$ cat src/rtl/anim_sequencer.sv
// Sprite animation / background scroll sequencer, advanced by vertical-blank pulses.
// Optional macro ANIM_BOUNCE_EN adds a triangle-wave vertical bob on bob_y.
module anim_sequencer #(
   parameter int NUM_FRAMES  = 6,
   parameter int FRAME_DIV   = 4,
   parameter int SCROLL_WRAP = 800,
   parameter int SCROLL_STEP = 2
) (
   input  logic       clk,
   input  logic       rst,
   input  logic       frame_start,
   input  logic       cmd_valid,
   output logic       cmd_ready,
   input  logic [1:0] cmd_op,
   input  logic [3:0] cmd_data,
   output logic [2:0] anim_frame,
   output logic [9:0] scroll_x,
   output logic [1:0] bob_y,
   output logic       running,
   output logic       update
);

   typedef enum logic [1:0] {
      ST_RUN   = 2'd0,
      ST_PAUSE = 2'd1,
      ST_STEP  = 2'd2
   } state_t;

   localparam logic [1:0]  OP_RUN       = 2'b00;
   localparam logic [1:0]  OP_PAUSE     = 2'b01;
   localparam logic [1:0]  OP_STEP      = 2'b10;
   localparam logic [1:0]  OP_SET_SPEED = 2'b11;
   localparam logic [3:0]  DIV_LAST     = 4'(FRAME_DIV - 1);
   localparam logic [2:0]  FRAME_LAST   = 3'(NUM_FRAMES - 1);
   localparam logic [10:0] WRAP_VAL     = 11'(SCROLL_WRAP);
   localparam logic [3:0]  SPEED_RST    = 4'(SCROLL_STEP);

   state_t      state_q, state_d;
   logic [3:0]  div_cnt_q, div_cnt_d;
   logic [3:0]  speed_q, speed_d;
   logic [2:0]  anim_q, anim_d;
   logic [9:0]  scroll_q, scroll_d;
   logic        update_q, update_d;
   logic        cmd_fire;
   logic        advance;
   logic [10:0] scroll_sum;
   logic [10:0] scroll_adj;

   // Commands are refused in frame_start cycles so they never race an advance.
   assign cmd_ready = !rst && !frame_start;
   assign cmd_fire  = cmd_valid && cmd_ready;

   always_ff @(posedge clk or posedge rst) begin
      if (rst) begin
         state_q <= ST_RUN;
      end else begin
         state_q <= state_d;
      end
   end

   always_comb begin
      state_d = state_q;
      if (cmd_fire) begin
         case (cmd_op)
            OP_RUN:   state_d = ST_RUN;
            OP_PAUSE: if (state_q == ST_RUN) state_d = ST_PAUSE;
            OP_STEP:  if (state_q == ST_PAUSE) state_d = ST_STEP;
            default:  state_d = state_q;
         endcase
      end else if (frame_start && state_q == ST_STEP) begin
         state_d = ST_PAUSE;
      end
   end

   always_comb begin
      running = (state_q == ST_RUN);
   end

   always_comb begin
      advance = frame_start &&
                (((state_q == ST_RUN) && (div_cnt_q == DIV_LAST)) || (state_q == ST_STEP));

      div_cnt_d = div_cnt_q;
      if (frame_start) begin
         if (state_q == ST_RUN) begin
            div_cnt_d = (div_cnt_q == DIV_LAST) ? 4'd0 : div_cnt_q + 4'd1;
         end else if (state_q == ST_STEP) begin
            div_cnt_d = 4'd0;
         end
      end

      speed_d = speed_q;
      if (cmd_fire && cmd_op == OP_SET_SPEED) begin
         speed_d = cmd_data;
      end

      // 11-bit sum so the compare against the wrap point cannot overflow.
      scroll_sum = {1'b0, scroll_q} + {7'd0, speed_q};
      scroll_adj = (scroll_sum >= WRAP_VAL) ? scroll_sum - WRAP_VAL : scroll_sum;

      anim_d   = anim_q;
      scroll_d = scroll_q;
      if (advance) begin
         anim_d   = (anim_q == FRAME_LAST) ? 3'd0 : anim_q + 3'd1;
         scroll_d = scroll_adj[9:0];
      end

      update_d = advance;
   end

   always_ff @(posedge clk or posedge rst) begin
      if (rst) begin
         div_cnt_q <= 4'd0;
         speed_q   <= SPEED_RST;
         anim_q    <= 3'd0;
         scroll_q  <= 10'd0;
         update_q  <= 1'b0;
      end else begin
         div_cnt_q <= div_cnt_d;
         speed_q   <= speed_d;
         anim_q    <= anim_d;
         scroll_q  <= scroll_d;
         update_q  <= update_d;
      end
   end

   assign anim_frame = anim_q;
   assign scroll_x   = scroll_q;
   assign update     = update_q;

`ifdef ANIM_BOUNCE_EN
   logic [1:0] bob_q, bob_d;
   logic       bob_up_q, bob_up_d;

   // Triangle wave 0,1,2,3,2,1,0,... turning around at both ends.
   always_comb begin
      bob_d    = bob_q;
      bob_up_d = bob_up_q;
      if (advance) begin
         if (bob_up_q) begin
            if (bob_q == 2'd3) begin
               bob_d    = 2'd2;
               bob_up_d = 1'b0;
            end else begin
               bob_d = bob_q + 2'd1;
            end
         end else begin
            if (bob_q == 2'd0) begin
               bob_d    = 2'd1;
               bob_up_d = 1'b1;
            end else begin
               bob_d = bob_q - 2'd1;
            end
         end
      end
   end

   always_ff @(posedge clk or posedge rst) begin
      if (rst) begin
         bob_q    <= 2'd0;
         bob_up_q <= 1'b1;
      end else begin
         bob_q    <= bob_d;
         bob_up_q <= bob_up_d;
      end
   end

   assign bob_y = bob_q;
`else
   assign bob_y = 2'd0;
`endif

endmodule

$ cat config.mk
export PLATFORM = sky130hd
export DESIGN_NAME = anim_sequencer
export DESIGN_NICKNAME = d
export VERILOG_FILES = /design/src/rtl/anim_sequencer.sv
export SDC_FILE = /design/constraint.sdc
export NUM_CORES = 1
export LEC_CHECK = 0
export CAP_MARGIN = 20
export CORE_ASPECT_RATIO = 2
export CORE_MARGIN = 10
export CORE_UTILIZATION = 45
export DETAILED_ROUTE_END_ITERATION = 8
export HOLD_SLACK_MARGIN = 0.08
export PLACE_DENSITY_LB_ADDON = 0.15
export SLEW_MARGIN = 20
export SYNTH_ARGS = -nofsm -noshare
export SYNTH_HDL_FRONTEND = slang
export SYNTH_SLANG_ARGS = --single-unit
$ cat constraint.sdc
create_clock -name clk -period 3.8 [get_ports clk]
set_clock_uncertainty 0.05 [all_clocks]
set_input_delay 0.76 -clock clk [delete_from_list [all_inputs] [get_ports clk]]
set_output_delay 0.76 -clock clk [all_outputs]
set_load 0.01 [all_outputs]
==> results of run 1 <==
power breakdown:
group | total [mW] | internal [mW] | leakage, nW | switching [mW]
Clock | 0.225 | 0.141 | 0.0357 | 0.0836
Combinational | 0.911 | 0.438 | 0.485 | 0.473
Sequential | 0.515 | 0.357 | 0.293 | 0.159
Total | 1.65 | 0.936 | 0.814 | 0.715
critical path, delay by kind of cell (launching register included):
family | cells | cell delay [ps]
compound gates | 5 | 1170
xor+xnor | 1 | 300
fa+ha+maj | 2 | 500
flops | 1 | 570
simple gates | 3 | 640
flip-flops by register name, summed over array words and instances (netlist names):
name / count
scroll_x: 10
div_cnt_q: 4
speed_q: 4
anim_frame: 3
state_q: 2
update: 1
layout by cell type (no fill, tap or decap), types with 3 or more instances in the layout:
cell,instances
a21o_1,3
xor2_1,5
nand3_1,5
nor3_1,5
o31ai_1,4
clkdlybuf4s50_1,25
nand4_1,4
a31oi_1,3
mux2_2,4
xnor2_1,3
dfrtp_1,23
clkbuf_8,3
o21a_1,3
nor2_1,16
ha_1,6
o21ai_0,5
nand2_1,22
cells by family (layout without fill, tap and decap cells):
logic type	after synthesis	count (layout)	share of synthesized area [%]
AO/OA/AOI/OAI	42	42	22.0
XOR/XNOR	9	9	5.17
adder cells (fa/ha/maj)	7	7	5.69
buffers and inverters	14	33	4.27
flip-flops	24	24	36.0
multiplexers	6	6	3.89
other	1	2	0.224
AND/OR/NAND/NOR	72	72	22.8
layer usage:
metal | global-route usage, % | wire [um] | vias to the layer above
li1 | - | - | 674
met1 | 10.9 | 1430 | 701
met2 | 24.1 | 2300 | 37
met3 | 2.73 | 181 | 15
met4 | 7.88 | 174 | 0
met5 | 0 | 0 | -
synth_stat cells (2+ instances only):
master	number	area (um2)
nor3_1	5	25.0
o221a_2	2	22.5
o21ai_0	5	25.0
mux2i_1	2	20.0
nor4_1	2	12.5
ha_1	6	75.1
and3_1	2	12.5
xnor2_1	3	26.3
nand2b_1	2	12.5
nand2_1	22	82.6
buf_2	3	15.0
a211oi_2	2	25.0
xor2_1	5	43.8
a21o_1	3	22.5
nor2_1	16	60.1
dfrtp_1	23	576
or3_1	2	12.5
nand4_1	4	25.0
clkbuf_1	5	18.8
o21ai_1	2	10.0
o21a_1	3	22.5
nor3b_1	2	15.0
inv_1	2	7.51
a31oi_1	3	18.8
mux2_2	4	45.0
nand3_1	5	25.0
o211ai_1	2	15.0
buf_4	4	30.0
a21oi_1	2	10.0
o31ai_1	4	30.0
how the worst min path moves through the flow:
stage | startpoint | to | slack [ps] | depth (start not counted)
detailed placement | scroll_x[2] | scroll_x[2] | 450 | 2
CTS | scroll_x[2] | scroll_x[2] | 470 | 2
finish | scroll_x[2] | scroll_x[2] | 470 | 2
floorplan | speed_q[0] | speed_q[0] | 430 | 1
global placement | scroll_x[0] | scroll_x[0] | 440 | 2
global route | speed_q[0] | speed_q[0] | 500 | 1
stage by stage:
stage	utilization (%)	hold slack (ps)	total power, mW	std cells	setup slack (ps)
6_report	55.7	467	1.65	244	481
5_1_grt	55.7	499	1.77	244	301
4_1_cts	55.7	473	1.67	244	466
3_5_place_dp	53.7	451	1.44	240	496
3_3_place_gp	53.7	443	1.40	240	598
2_1_floorplan	-	434	1.13	176	508
cell type report:
class	instances	area, um2	area share [%]
inverter	2	7.51	0.374
clock buffer	3	41.3	2.05
multi-input combinational	138	1000	49.9
tap	49	61.3	3.05
sequential	24	602	30.0
timing repair buffer	27	265	13.2
clock inverter	1	30.0	1.49
==> flow_metrics.env, run 1 <==
export IMPL_outcome="completed"
export IMPL_synth_edf_count=0
export IMPL_crit_path_end="scroll_x[5]"
export IMPL_synth_seq_cells=24
export IMPL_wl_per_cell_um=16.7
export IMPL_powerDensity_nw_per_um2=822
export IMPL_r2r_start="speed_q[1]"
export IMPL_yosysSeqAreaShare_pct=36.0
export IMPL_fin_area_um2=2010
export IMPL_endpoint_kind="flop"
export IMPL_firstDrtPassIters=4
export IMPL_initial_utilization_pct=46.3
export IMPL_insertion_delay_ps=270
export IMPL_synth_area_um2=1670
export IMPL_antenna_left=0
export IMPL_post_cts_resized=0
export IMPL_gp_congestion=0.926
export IMPL_drv_slew=0
export IMPL_cts_hold_buf=0
export IMPL_hold_path_class="flop to flop"
export IMPL_cp_cell_sequence="ha_1, a211oi_4, o21ai_2, xnor2_2, ha_1, nand2_1, or4_4, nand4_4, o211ai_4, a2111o_1, o211ai_1"
export IMPL_cts_tree="built"
export IMPL_fillerInstances=348
export IMPL_synth_distinct_cells=58
export IMPL_setup_tns_final_ps=0
export IMPL_layout_nets=213
export IMPL_path_class="flop to flop"
export IMPL_drt_iter0_drc=28
export IMPL_relSlewSlack_pct=40.7
export IMPL_clk_pin_slew_ps=90
export IMPL_core_area_um2=3610
export IMPL_overflow=0
export IMPL_timing_final_crit_share_pct=87.3
export IMPL_critPathMostFrequentCell="ha_1"
export IMPL_vdd_ir_drop_max_v=0.000447
export IMPL_pin_count=28
export IMPL_drc_errors=0
export IMPL_grt_pass1_vias=1568
export IMPL_setup_viol=0
export IMPL_synth_area_per_cell_um2=9.55
export IMPL_cts_root_buf="clkbuf_8"
export IMPL_num_rows=31
export IMPL_hpwl_mm=3.36
export IMPL_cap_violations=0
export IMPL_rrSetupSlack_ps=480
export IMPL_r2r_end="scroll_x[5]"
export IMPL_rsz0062_at_grt="no"
export IMPL_period_needed_ps=3320
export IMPL_antenna_found_initial=0
export IMPL_synthFlopType="dfrtp_1"
export IMPL_cp_slowest_cell="dfstp_2"
export IMPL_postPlaceCellArea_um2=1940
export IMPL_vias=1427
export IMPL_die_w_um=63.1
export IMPL_postCtsSetupRepairBufs=0
export IMPL_numCtsBuffers=3
export IMPL_async_reset_ff_share_pct=100
export IMPL_cts_max_path_buffers=2
export IMPL_fp_dieH_um=106
export IMPL_wl_mm=4.08
export IMPL_fmax_mhz=301
export IMPL_slowest_delay_ps=570
export IMPL_clock_sinks=24
export IMPL_rr_worst_depth=11
export IMPL_postSynthCellCount=175
export IMPL_die_area_um2=6700
export IMPL_critPathArrivalTime_ps=3460
export IMPL_crit_start="speed_q[1]"
export IMPL_p_leak_nw=0.814
export IMPL_area_growth_pct=20.2
export IMPL_grt_pass1_wl_mm=6.95
export IMPL_critPathMaxFanout=7
export IMPL_layout_drive_gt1_share_pct=13.8
export IMPL_io_buffers=25
export IMPL_vias_per_cell=5.85
export IMPL_yosys_warnings=0
export IMPL_finalHoldViolations=0
export IMPL_grt_usage_pct=12.4
export IMPL_antenna_cells=0
export IMPL_grt_max_degree=25
export IMPL_required_ps=3940
export IMPL_max_slew_worst_pin_slew_ps=889
export IMPL_critPathLaunchType="flop"
export IMPL_h_tree_depth=1
Note: power is estimated with default switching activity, not from simulation.
==> inputs of run 2 (changes only) <==
--- a/config.mk
+++ b/config.mk
@@ -12,6 +12,7 @@
 export DETAILED_ROUTE_END_ITERATION = 8
 export HOLD_SLACK_MARGIN = 0.08
 export PLACE_DENSITY_LB_ADDON = 0.15
+export RECOVER_POWER = 25
 export SLEW_MARGIN = 20
 export SYNTH_ARGS = -nofsm -noshare
 export SYNTH_HDL_FRONTEND = slang
==> constraint.sdc (replaced) <==
create_clock -name clk -period 3.4 [get_ports clk]
set_clock_uncertainty 0.05 [all_clocks]
set_input_delay 0.68 -clock clk [delete_from_list [all_inputs] [get_ports clk]]
set_output_delay 0.68 -clock clk [all_outputs]
set_load 0.01 [all_outputs]
==> flow_metrics.env, run 2 (same netlist as run 1, synthesis figures left out) <==
export IMPL_io_buffers=25
export IMPL_hold_path_cell_count=1
export IMPL_cap_violations=0
export IMPL_cts_max_path_buffers=2
export IMPL_initial_utilization_pct=46.3
export IMPL_cts_tree="built"
export IMPL_finalHoldViolations=0
export IMPL_rrSetupSlack_ps=200
export IMPL_layout_nets=215
export IMPL_num_rows=31
export IMPL_vias_per_cell=5.93
export IMPL_largest_reg_flops=10
export IMPL_endpoint_kind="flop"
export IMPL_critPathMaxFanout=5
export IMPL_core_area_um2=3610
export IMPL_insertion_delay_ps=270
export IMPL_critical_path_buf_inv_count=0
export IMPL_r2r_start="scroll_x[0]"
export IMPL_max_slew_worst_pin_slew_ps=940
export IMPL_grt_usage_pct=12.4
export IMPL_antenna_left=0
export IMPL_clock_sinks=24
export IMPL_overflow=0
export IMPL_place_ws_ps=175
export IMPL_vias=1458
export IMPL_setup_viol=0
export IMPL_wl_per_cell_um=16.9
export IMPL_drt_iter0_drc=63
export IMPL_outcome="completed"
export IMPL_clk_pin_slew_ps=80
export IMPL_critPathArrivalTime_ps=3350
export IMPL_required_ps=3540
export IMPL_relSlewSlack_pct=37.3
export IMPL_critical_path_top_delay_family="adder cells"
export IMPL_die_w_um=63.1
export IMPL_vdd_ir_drop_max_v=0.000612
export IMPL_wl_mm=4.16
export IMPL_timing_final_crit_share_pct=94.2
export IMPL_period_needed_ps=3200
export IMPL_cts_root_buf="clkbuf_8"
export IMPL_die_area_um2=6700
export IMPL_grt_pass1_vias=1562
export IMPL_numCtsBuffers=3
export IMPL_layout_common_cells="dfrtp_1 (23), clkdlybuf4s50_1 (23), nand2_1 (22)"
export IMPL_holdPathEnd="speed_q[0]"
export IMPL_firstDrtPassIters=4
export IMPL_drc_errors=0
export IMPL_rsz0062_at_grt="no"
export IMPL_layout_setup_ws_ps=199
export IMPL_rr_worst_depth=13
export IMPL_setup_tns_final_ps=0
export IMPL_critPathLaunchType="flop"
export IMPL_h_tree_depth=1
export IMPL_hpwl_mm=3.28
export IMPL_antenna_cells=0
export IMPL_fmax_mhz=312
export IMPL_grt_pass1_wl_mm=6.89
export IMPL_r2r_end="scroll_x[5]"
export IMPL_seq_area_um2=602
export IMPL_cp_slowest_cell="or4_4"
export IMPL_antenna_found_initial=0
export IMPL_hold_path_class="flop to flop"
export IMPL_total_power_mw=1.88
export IMPL_pin_count=28
export IMPL_cp_cell_sequence="ha_1, fa_2, a211oi_2, nor2_1, nand2_1, xor2_2, ha_1, nand2_1, or4_4, nand4_4, o211ai_4, a2111o_1, o211ai_1"
export IMPL_fillerInstances=331
export IMPL_gp_congestion=0.872
export IMPL_path_class="flop to flop"
export IMPL_p_leak_nw=0.824
export IMPL_area_growth_pct=21.7
export IMPL_layout_drive_gt1_share_pct=15.7
export IMPL_drv_slew=0
export IMPL_post_route_util_pct=56.4
export IMPL_multi_input_area_um2=1010
export IMPL_fp_dieH_um=106
export IMPL_hold_start="speed_q[0]"
export IMPL_powerDensity_nw_per_um2=924
export IMPL_slowest_delay_ps=440
export IMPL_grt_max_degree=25
==> run 2: where the power goes <==
| part | total, mW | internal (mW) | switching, mW |
|---|---|---|---|
| logic | 1.05 | 0.505 | 0.541 |
| registers | 0.580 | 0.399 | 0.181 |
| clock network | 0.255 | 0.158 | 0.0970 |
==> run 2: through the flow <==
step                      instances  cell area (um2)  hold WS (ps)
final                           246             2030           472
after CTS                       246             2020           475
after detailed placement        242             1950           454
after global routing            246             2030           513
after floorplan                 176             1680           434
after global placement          242             1950           436
==> run 2: layout make-up <==
cell class	count	area share, %
Inverter	2	0.369
Timing Repair Buffer	29	13.8
Clock buffer	3	2.03
Multi-Input combinational cell	138	49.8
Clock inverter	1	1.48
Tap cell	49	3.01
Sequential cell	24	29.6
==> run 2: worst max path at each step <==
stage           startpoint           to  slack (ps)  cells past startpoint
2_1_floorplan  scroll_x[0]  scroll_x[5]         110                     13
3_3_place_gp   scroll_x[0]  scroll_x[5]         260                     13
3_5_place_dp   scroll_x[0]  scroll_x[5]         180                     13
4_1_cts        scroll_x[0]  scroll_x[5]         140                     13
5_1_grt        scroll_x[0]  scroll_x[5]          20                     13
6_report       scroll_x[0]  scroll_x[5]         200                     13
==> run 2: timing repair <==
action                     CTS  global route
setup endpoints to repair    0             1
gates resized for setup      0             2
buffers inserted             0             0
hold buffers                 0             0
==> run 2: per-layer routing <==
| metal | vias to the layer above | routed length, um | global-route usage (%) |
|---|---|---|---|
| met2 | 64 | 2380 | 24.2 |
| met3 | 14 | 246 | 2.73 |
| met1 | 701 | 1410 | 10.9 |
| met5 | - | 0 | 0 |
| li1 | 679 | - | - |
| met4 | 0 | 129 | 7.72 |
==> inputs of run 3 (changes only) <==
--- a/config.mk
+++ b/config.mk
@@ -9,7 +9,9 @@
 export CORE_ASPECT_RATIO = 2
 export CORE_MARGIN = 10
 export CORE_UTILIZATION = 45
+export CTS_CLUSTER_SIZE = 30
 export DETAILED_ROUTE_END_ITERATION = 8
+export GPL_ROUTABILITY_DRIVEN = 1
 export HOLD_SLACK_MARGIN = 0.08
 export PLACE_DENSITY_LB_ADDON = 0.15
 export RECOVER_POWER = 25
==> results of run 3 <==
No change in the layout: final DEF, timing and power equal those of run 2.
==> variant: new RTL, config.mk and constraints of run 3 <==
One comparison of `div_cnt_q` changes from == to >=.
--- a/src/rtl/anim_sequencer.sv
+++ b/src/rtl/anim_sequencer.sv
@@ -78,7 +78,7 @@
 
    always_comb begin
       advance = frame_start &&
-                (((state_q == ST_RUN) && (div_cnt_q == DIV_LAST)) || (state_q == ST_STEP));
+                (((state_q == ST_RUN) && (div_cnt_q >= DIV_LAST)) || (state_q == ST_STEP));
 
       div_cnt_d = div_cnt_q;
       if (frame_start) begin
Function: no difference found for any inputs over 10 cycles, from zero or initial values and one cycle with rst high; that may be too few to reach the edited logic, so the function may still have changed.
==> variant against run 3 <==
- sequential share of layout area grew 1.2 points
- wire length is 4.9% lower
- design area fell by 3.9%
- synthesized area is 1.6% lower
- setup slack better by 320 ps
- sequential power down 14%
- register-to-register slack better by 450 ps
- sequential cell count unchanged
- clock power is 22% lower
- power fell by 26%
==> variant: results (changes against run 3) <==
\begin{tabular}{lr}
\hline
Metric & Value \\
\hline
\multicolumn{2}{l}{\textbf{GRT}} \\
First-pass GRT wire length & 6700 microns (was 6890 microns) \\
Total routing usage reported by global routing & 12.1\% (was 12.4\%) \\
Via count of the first global-routing pass & 1490 (was 1562) \\
Pin count of the biggest net entering global routing & 25 (unchanged) \\
\multicolumn{2}{l}{\textbf{Power}} \\
Share of total power consumed by net switching & 41.6\% (was 43.6\%) \\
Peak supply drop & 0.453 mV (was 0.612 mV) \\
Cell leakage power & 0.853 nW (was 0.824 nW) \\
\multicolumn{2}{l}{\textbf{Placed design}} \\
Cells after DPL & 243 (was 242) \\
Last weighted congestion value of the routability-driven placer & 0.870 (was 0.872) \\
Detailed placement HPWL & 3050 microns (was 3280 microns) \\
Placed instance area & 1900 sq um (was 1950 sq um) \\
\multicolumn{2}{l}{\textbf{Clock network}} \\
Setup bufs post-CTS & 0 (unchanged) \\
Clock insertion delay at the later pin of the skew report & 270 ps (about the same) \\
Number of H-tree levels & 1 (unchanged) \\
Clock transition time at the flip-flop clock pins of the worst setup and hold paths & 80 ps (about the same) \\
\multicolumn{2}{l}{\textbf{Setup path}} \\
Maximum cell stage delay along the critical path & 610 ps (was 440 ps) \\
Cell with the largest stage delay on the worst path & clkdlybuf4s50\_1 (was or4\_4) \\
\multicolumn{2}{l}{\textbf{Final layout}} \\
Ratio of cells with drive above 1 in the final layout & 12.6\% (was 15.7\%) \\
Number of flip-flops in the largest register & 10 (unchanged) \\
Number of standard cells in the layout, taps in and fillers out & 247 (was 246) \\
Number of diodes & 0 (unchanged) \\
Post-layout nets & 216 (was 215) \\
\multicolumn{2}{l}{\textbf{Detailed routing}} \\
Total length of routed wires & 3960 microns (was 4160 microns) \\
Vias/cell & 5.68 (was 5.93) \\
1st-iter DRT viols & 26 (was 63) \\
Length of the first detailed-routing pass in iterations & 4 (unchanged) \\
\multicolumn{2}{l}{\textbf{Yosys}} \\
Total number of yosys warnings & 0 (unchanged) \\
Register area share after synthesis & 36.6\% (was 36.0\%) \\
Synth top area cells & dfrtp\_1 (35\%), nand2\_1 (5.0\%), ha\_1 (4.6\%) (was dfrtp\_1 (34\%), nand2\_1 (4.9\%), ha\_1 (4.5\%)) \\
Post-synth top cells & dfrtp\_1 (23), nand2\_1 (22), nor2\_1 (12) (was dfrtp\_1 (23), nand2\_1 (22), nor2\_1 (16)) \\
Most used flip-flop cell after synthesis & dfrtp\_1 (unchanged) \\
Count of different cell masters after synthesis & 53 (was 58) \\
Syn\_area\_per\_cell & 9.40 sq um (was 9.55 sq um) \\
Share of async-settable or async-resettable flops after synthesis & 100\% (unchanged) \\
\multicolumn{2}{l}{\textbf{Timing}} \\
Slew at the pin closest to its max-slew limit & 931 ps (was 940 ps) \\
\multicolumn{2}{l}{\textbf{Hold path}} \\
Class of the worst hold path & reg2reg (unchanged) \\
\multicolumn{2}{l}{\textbf{Run status}} \\
Status & finished clean (unchanged) \\
\hline
\end{tabular}
## variant: cell count changes in the layout (fill, tap and decap cells not counted), sizes merged, moves of 3 or more
cell          run 3  this run
a21o              3         6
a21oi             2        13
buf               4         1
inv               2         7
nand4             5         2
nor2             16        12
xor2              5         2
## variant: layer usage
metal  vias up  part of all wire [%]  GRT usage (%)
li1        675                     -              -
met1       696                    36           11.1
met2        27                    57           23.8
met3         5                   4.9           3.18
met4         0                   1.5           4.82
met5         -                     0              0
## variant: metrics by stage
step | power (mW) | setup slack (ps)
floorplan | 0.951 | 751
global placement | 1.17 | 656
detailed placement | 1.19 | 656
CTS | 1.41 | 644
global route | 1.51 | 483
finish | 1.39 | 524
## variant: path summary, 6_finish.rpt
check,start,cells after the start,slack [ps],to
worst max-delay path,frame_start,3,520,cmd_ready
worst min-delay path,div_cnt_q[1],2,450,div_cnt_q[1]
worst max register to register,scroll_x[0],9,650,scroll_x[6]
worst min register to register,div_cnt_q[1],2,450,div_cnt_q[1]
max in group asynchronous,rst,2,1700,scroll_x[7]
min in group asynchronous,rst,2,1030,speed_q[3]
## variant: logic make-up (layout without fill, tap and decap cells)
group                    count (synthesis)  in the layout  share of synthesized area (%)
AND/OR/NAND/NOR                         66             66                           19.7
XOR/XNOR                                 8              8                           4.72
AO/OA/AOI/OAI                           48             48                           23.2
buffers and inverters                   15             37                           5.78
other                                    1              2                          0.228
multiplexers                             6              6                           4.03
flip-flops                              24             24                           36.6
adder cells (fa/ha/maj)                  7              7                           5.78
## variant: power groups by stage
stage	Sequential, mW	Combinational, mW	Clock (mW)
floorplan	0.488	0.464	0
global placement	0.495	0.679	0
detailed placement	0.501	0.692	0
CTS	0.498	0.703	0.205
global route	0.520	0.772	0.213
finish	0.499	0.694	0.200
## variant: layout make-up
cell class	count	area, sq um
clock buffer	4	55.1
fill	350	1610
inverter	7	26.3
multi-input combinational	137	952
sequential	24	602
tap	49	61.3
timing repair buffer	26	258
## variant: critical path, delay by kind of cell
kind / cells / cell delay (ps)
buf+inv: 2 / 1190
simple gates: 1 / 280
